### config.mk
export PLATFORM = sky130hd
export DESIGN_NAME = snn_inference_scheduler
export DESIGN_NICKNAME = d
export VERILOG_FILES = /design/src/rtl/snn_inference_scheduler.sv
export SDC_FILE = /design/constraint.sdc
export NUM_CORES = 1
export LEC_CHECK = 0
export BUFFER_PORTS_ARGS = -buffer_cell sky130_fd_sc_hd__buf_4
export CAP_MARGIN = 0
export CORE_MARGIN = 5
export CORE_UTILIZATION = 40
export DETAILED_ROUTE_END_ITERATION = 8
export SYNTH_ARGS = -nofsm -noshare
export SYNTH_HDL_FRONTEND = slang
export SYNTH_SLANG_ARGS = --single-unit
export TNS_END_PERCENT = 50
### constraint.sdc
create_clock -name clk -period 2.75 [get_ports clk]
set_input_delay 0.55 -clock clk [delete_from_list [all_inputs] [get_ports clk]]
set_output_delay 0.55 -clock clk [all_outputs]
set_load 0.02 [all_outputs]
### src/rtl/snn_inference_scheduler.sv
// snn_inference_scheduler
// Runs one inference of the two-layer spiking network for each accepted input
// word. The sequence is: clear the network state, step it a fixed number of
// timesteps, count layer-2 spikes per output neuron, then pick the winner with
// a sequential argmax and present it on a valid/ready result port.
//
// Ports:
//   clk, reset             - rising-edge clock, synchronous active-high reset
//   in_valid/in_ready      - input word handshake (ready only while idle)
//   in_data                - input word, latched on accept
//   net_input              - latched word, held for the whole inference
//   net_clear / net_step   - network clear level and one-cycle step pulses
//   spike_in               - layer-2 spikes, valid the cycle after each step
//   res_valid/res_ready    - result handshake
//   res_class/res_count    - winning neuron index and its spike count
//   res_none               - every counter was zero
//   busy                   - high in every state except idle
module snn_inference_scheduler #(
  parameter int DATA_W       = 16,
  parameter int NUM_OUT      = 5,
  parameter int NUM_STEPS    = 8,
  parameter int CLEAR_CYCLES = 2,
  parameter int CNT_W        = 4,
  parameter int CLS_W        = 3
) (
  input  logic               clk,
  input  logic               reset,
  input  logic               in_valid,
  output logic               in_ready,
  input  logic [DATA_W-1:0]  in_data,
  output logic [DATA_W-1:0]  net_input,
  output logic               net_clear,
  output logic               net_step,
  input  logic [NUM_OUT-1:0] spike_in,
  output logic               res_valid,
  input  logic               res_ready,
  output logic [CLS_W-1:0]   res_class,
  output logic [CNT_W-1:0]   res_count,
  output logic               res_none,
  output logic               busy
);

  localparam int PH_MAX = (NUM_STEPS > CLEAR_CYCLES) ? NUM_STEPS : CLEAR_CYCLES;
  localparam int PH_W   = $clog2(PH_MAX + 1);

  typedef enum logic [2:0] {
    S_IDLE,
    S_CLEAR,
    S_RUN,
    S_DRAIN,
    S_ARGMAX,
    S_DONE
  } state_t;

  state_t            r_state;
  logic [PH_W-1:0]   r_phase;
  logic [CLS_W-1:0]  r_scan;
  logic              r_step_d;
  logic [CNT_W-1:0]  r_cnt [NUM_OUT];
  logic [CLS_W-1:0]  r_best_idx;
  logic [CNT_W-1:0]  r_best_cnt;

  logic [DATA_W-1:0] r_net_input;
  logic              r_net_clear;
  logic              r_net_step;
  logic              r_in_ready;
  logic              r_busy;
  logic              r_res_valid;
  logic [CLS_W-1:0]  r_res_class;
  logic [CNT_W-1:0]  r_res_count;
  logic              r_res_none;

  logic [CNT_W-1:0]  w_scan_cnt;
  logic [CLS_W-1:0]  w_nbest_idx;
  logic [CNT_W-1:0]  w_nbest_cnt;

  // One argmax step: index 0 seeds the running best; later indices replace it
  // only on a strictly greater count, so ties keep the lowest index.
  always_comb begin
    w_scan_cnt  = r_cnt[r_scan];
    w_nbest_idx = r_best_idx;
    w_nbest_cnt = r_best_cnt;
    if (r_scan == '0 || w_scan_cnt > r_best_cnt) begin
      w_nbest_idx = r_scan;
      w_nbest_cnt = w_scan_cnt;
    end
  end

  always_ff @(posedge clk) begin
    if (reset) begin
      r_state     <= S_IDLE;
      r_phase     <= '0;
      r_scan      <= '0;
      r_step_d    <= 1'b0;
      r_best_idx  <= '0;
      r_best_cnt  <= '0;
      r_net_input <= '0;
      r_net_clear <= 1'b0;
      r_net_step  <= 1'b0;
      r_in_ready  <= 1'b1;
      r_busy      <= 1'b0;
      r_res_valid <= 1'b0;
      r_res_class <= '0;
      r_res_count <= '0;
      r_res_none  <= 1'b0;
      for (int unsigned i = 0; i < NUM_OUT; i++) r_cnt[i] <= '0;
    end else begin
      r_step_d <= r_net_step;

      // Spikes answer the previous step pulse; counters saturate at all-ones.
      if (r_step_d) begin
        for (int unsigned i = 0; i < NUM_OUT; i++) begin
          if (spike_in[i] && r_cnt[i] != '1) r_cnt[i] <= r_cnt[i] + 1'b1;
        end
      end

      case (r_state)
        S_IDLE: begin
          if (in_valid && r_in_ready) begin
            r_net_input <= in_data;
            r_phase     <= '0;
            r_scan      <= '0;
            r_net_clear <= 1'b1;
            r_in_ready  <= 1'b0;
            r_busy      <= 1'b1;
            r_state     <= S_CLEAR;
            for (int unsigned i = 0; i < NUM_OUT; i++) r_cnt[i] <= '0;
          end
        end
        S_CLEAR: begin
          if (r_phase == PH_W'(CLEAR_CYCLES - 1)) begin
            r_net_clear <= 1'b0;
            r_net_step  <= 1'b1;
            r_phase     <= '0;
            r_state     <= S_RUN;
          end else begin
            r_phase <= r_phase + 1'b1;
          end
        end
        S_RUN: begin
          if (r_phase == PH_W'(NUM_STEPS - 1)) begin
            r_net_step <= 1'b0;
            r_state    <= S_DRAIN;
          end else begin
            r_phase <= r_phase + 1'b1;
          end
        end
        S_DRAIN: begin
          r_scan  <= '0;
          r_state <= S_ARGMAX;
        end
        S_ARGMAX: begin
          r_best_idx <= w_nbest_idx;
          r_best_cnt <= w_nbest_cnt;
          // The final scan step writes the result directly so it is visible
          // in the first DONE cycle.
          if (r_scan == CLS_W'(NUM_OUT - 1)) begin
            r_res_class <= w_nbest_idx;
            r_res_count <= w_nbest_cnt;
            r_res_none  <= (w_nbest_cnt == '0);
            r_res_valid <= 1'b1;
            r_state     <= S_DONE;
          end else begin
            r_scan <= r_scan + 1'b1;
          end
        end
        S_DONE: begin
          if (res_ready) begin
            r_res_valid <= 1'b0;
            r_in_ready  <= 1'b1;
            r_busy      <= 1'b0;
            r_state     <= S_IDLE;
          end
        end
        default: r_state <= S_IDLE;
      endcase
    end
  end

  assign in_ready  = r_in_ready;
  assign busy      = r_busy;
  assign net_input = r_net_input;
  assign net_clear = r_net_clear;
  assign net_step  = r_net_step;
  assign res_valid = r_res_valid;
  assign res_class = r_res_class;
  assign res_count = r_res_count;
  assign res_none  = r_res_none;

endmodule

==> impl_metrics.json <==
{
  "synthesis.nets": 446,
  "die_y_um": 103,
  "synth_cells": 408,
  "grt_pass1_vias": 2610,
  "synth.cell_area_um2": 3470,
  "synth_mux_area_frac": 0.0462,
  "netlist.area_leader.share": 0.404,
  "dr.first_iter.drc_count": 102,
  "syn_to_final_growth_pct": 20.2,
  "hold_ws_ns": 0.448,
  "post-dp-hpwl_mm": 5.81,
  "yosysSeqAreaShare": 0.404,
  "yosys-top-cells-area": "dfxtp_1 40%, nand2_1 6.3%, a21oi_1 5.5%",
  "crit_slowest_cell": "a221oi_1",
  "setup_violations": 0,
  "switching_power_uw": 710,
  "rows": 34,
  "post_cts_buffers": 0,
  "p_sw_frac": 0.285,
  "wl_per_cell_um": 13.8,
  "cts_sinks": 70,
  "internal_power_uw": 1780,
  "fin_nets": 497,
  "path_class": "flip-flop to flip-flop",
  "status": "finished, final reports clean",
  "power_density_nw_per_um2": 598,
  "drt_pass1_iterations": 4,
  "synth_warnings": 0,
  "utilization": 0.485,
  "skew_ns": 0.00866,
  "setup_slack_ns": 0.176,
  "io_buffers": 53,
  "yosysTopAreaCell": "dfxtp_1",
  "grt_pass1_wl_mm": 12.4,
  "ir_drop_uv": 263,
  "synthTopCellsByCount": "70 x dfxtp_1, 58 x nand2_1, 40 x nor2_1",
  "critPathLaunchType": "flip-flop",
  "fmax_mhz": 388,
  "rsz0062_at_grt": "false",
  "grt-ovfl-total": 0,
  "antenna_found_initial": 0,
  "critPathBufInv": 0,
  "min_period_over_period": 0.936,
  "synth_top_family_by_area": "simple AND/OR/NAND/NOR gates",
  "io_pins": 54,
  "drtAntennaViolNets": 0,
  "report.final.slew_viol_count": 0,
  "htree_levels": 3,
  "n_antenna_cell": 0,
  "yosysMostFrequentCell": "dfxtp_1",
  "syn_area_per_cell_um2": 8.49,
  "start_util": 0.403,
  "clock_latency_ns": 0.34,
  "slew_headroom": 0.557,
  "power_frac_seq": 0.448,
  "p_leak_uw": 0.00166,
  "p_comb_frac": 0.193,
  "cts-root-buf": "clkbuf_8",
  "grt_start_max_net_pins": 51,
  "total_power_uw": 2490,
  "synthArstFlopShare": 0,
  "synth_fa_ha_area_frac": 0.0469,
  "gp_congestion": 0.809,
  "synth_edf_count": 0,
  "hold_class": "input port to flip-flop",
  "viasPerCell": 5.20,
  "clockPowerShare": 0.359,
  "synth.ff_latch_count": 70,
  "cap_viol_max_count": 0,
  "critPathTopFamily": "compound AO/OA/AOI/OAI gates",
  "synth_compound_area_frac": 0.193,
  "drive_gt1_frac": 0.213,
  "drt-total-wl_mm": 7.90,
  "clockBufferDepth": 2,
  "cts_tree": "done",
  "hp-start": "in_data[12]",
  "cts_buffers": 9,
  "pre_cts_ws_ns": 0.0536,
  "num_vias": 2977,
  "synth_xor_area_frac": 0.0303,
  "dieArea_um2": 10600,
  "clkTransAtPathRegs_ns": 0.08,
  "path_max_fanout": 9,
  "crit_chain": "mux2i_1, a221oi_1, ha_1, a41o_1, nor2_1, mux2_4, a221oi_2",
  "core_um2": 8590,
  "yosys_most_used_dff": "dfxtp_1",
  "critPathRequiredTime_ns": 3.00,
  "fin_setup_tns_ns": 0,
  "grtUsageTotal": 0.148,
  "die-width_um": 103,
  "finalHoldViolations": 0,
  "end_kind": "flip-flop",
  "slowest_delay_ns": 0.49,
  "yosys.area_share.simple": 0.233,
  "cp_data_arrival_time_ns": 2.83,
  "drc": 0,
  "synth_cell_types": 58,
  "max_slew.worst_pin.slew_ns": 0.664,
  "fin_crit_ns": 2.57
}
what timing repair did:
action                                  4_1_cts  5_1_grt
resized for setup                             0        2
endpoints found under the setup margin        0       12
hold buffers                                  0        0
cell families (layout without fill, tap and decap cells):
logic type | count (synthesis) | in the layout
and+or+nand+nor | 168 | 168
AOI/OAI and AO/OA | 98 | 98
DFF | 70 | 70
buffers and inverters | 32 | 88
muxes | 15 | 15
adders and majority gates | 13 | 13
xor gates and xnor gates | 12 | 12
layer usage:
| metal | routed length, µm | global-route usage |
|---|---|---|
| met3 | 314 | 0.0345 |
| met2 | 3610 | 0.224 |
| met4 | 80 | 0.0478 |
| met5 | 0 | 0 |
| met1 | 3890 | 0.209 |
cell type report:
| cell class | count | area, µm² |
|---|---|---|
| Timing Repair Buffer | 62 | 465 |
| Inverter | 10 | 37.5 |
| Sequential cell | 70 | 1400 |
| Multi-Input combinational cell | 306 | 1910 |
| Tap cell | 108 | 135 |
| Clock inverter | 6 | 86.3 |
| Clock buffer | 10 | 128 |
| Fill cell | 872 | 4430 |
cell usage in the layout (no fill, tap or decap), types with 3 or more instances in the layout:
cell	instances
nor3_1	8
nand3b_1	3
or3_1	3
a211oi_1	5
o21ai_0	14
nand3_1	19
a31oi_1	4
or2_2	3
nand2b_1	6
and2_1	3
a21oi_1	38
nand2_1	58
buf_4	62
nor2_1	40
clkbuf_8	9
nor3b_1	5
a311oi_1	3
mux2i_1	13
nand4_1	4
ha_1	13
xor2_1	7
a31o_2	3
a221oi_1	3
dfxtp_1	69
nor2b_1	6
xnor2_1	5
inv_1	10
flip-flops by register name, indices dropped and copies added (netlist names), 3 cells and up, named ones only:
register and cells:
res_class 3, r_cnt 20, r_best_idx 3, r_scan 3, r_phase 4, net_input 16
res_count 4, r_state 3, r_best_cnt 4
metrics by stage:
| step | area (µm²) | std cells |
|---|---|---|
| 6_report | 4170 | 572 |
| 5_1_grt | 4170 | 572 |
| 4_1_cts | 4160 | 572 |
| 3_5_place_dp | 3950 | 556 |
| 3_3_place_gp | 3950 | 556 |
| 2_1_floorplan | 3470 | 408 |
final timing paths:
| check | end | slack, ns | depth (start not counted) |
|---|---|---|---|
| setup / recovery | res_none$_SDFFE_PP0P_ | 0.18 | 7 |
| hold / removal | net_input[12]$_SDFFE_PP0P_ | 0.45 | 3 |
| setup reg to reg | res_none$_SDFFE_PP0P_ | 0.18 | 7 |
| hold reg to reg | net_input[14]$_SDFFE_PP0P_ | 0.46 | 2 |
power by group through the flow:
stage	sequential, µW	combinational, µW	clock [µW]
2_1_floorplan	1150	310	0
3_3_place_gp	1140	476	0
3_5_place_dp	1140	483	0
4_1_cts	1110	485	919
5_1_grt	1120	536	964
6_report	1110	482	893
worst register-to-register path: cells and delay by family, from the launching register on:
kind	cells	cell delay, ns
flops	1	0.47
simple gates	1	0.19
mux	2	0.50
fa+ha+maj	1	0.35
compound gates	3	0.98
No activity file was read; power rests on OpenSTA's default activity.
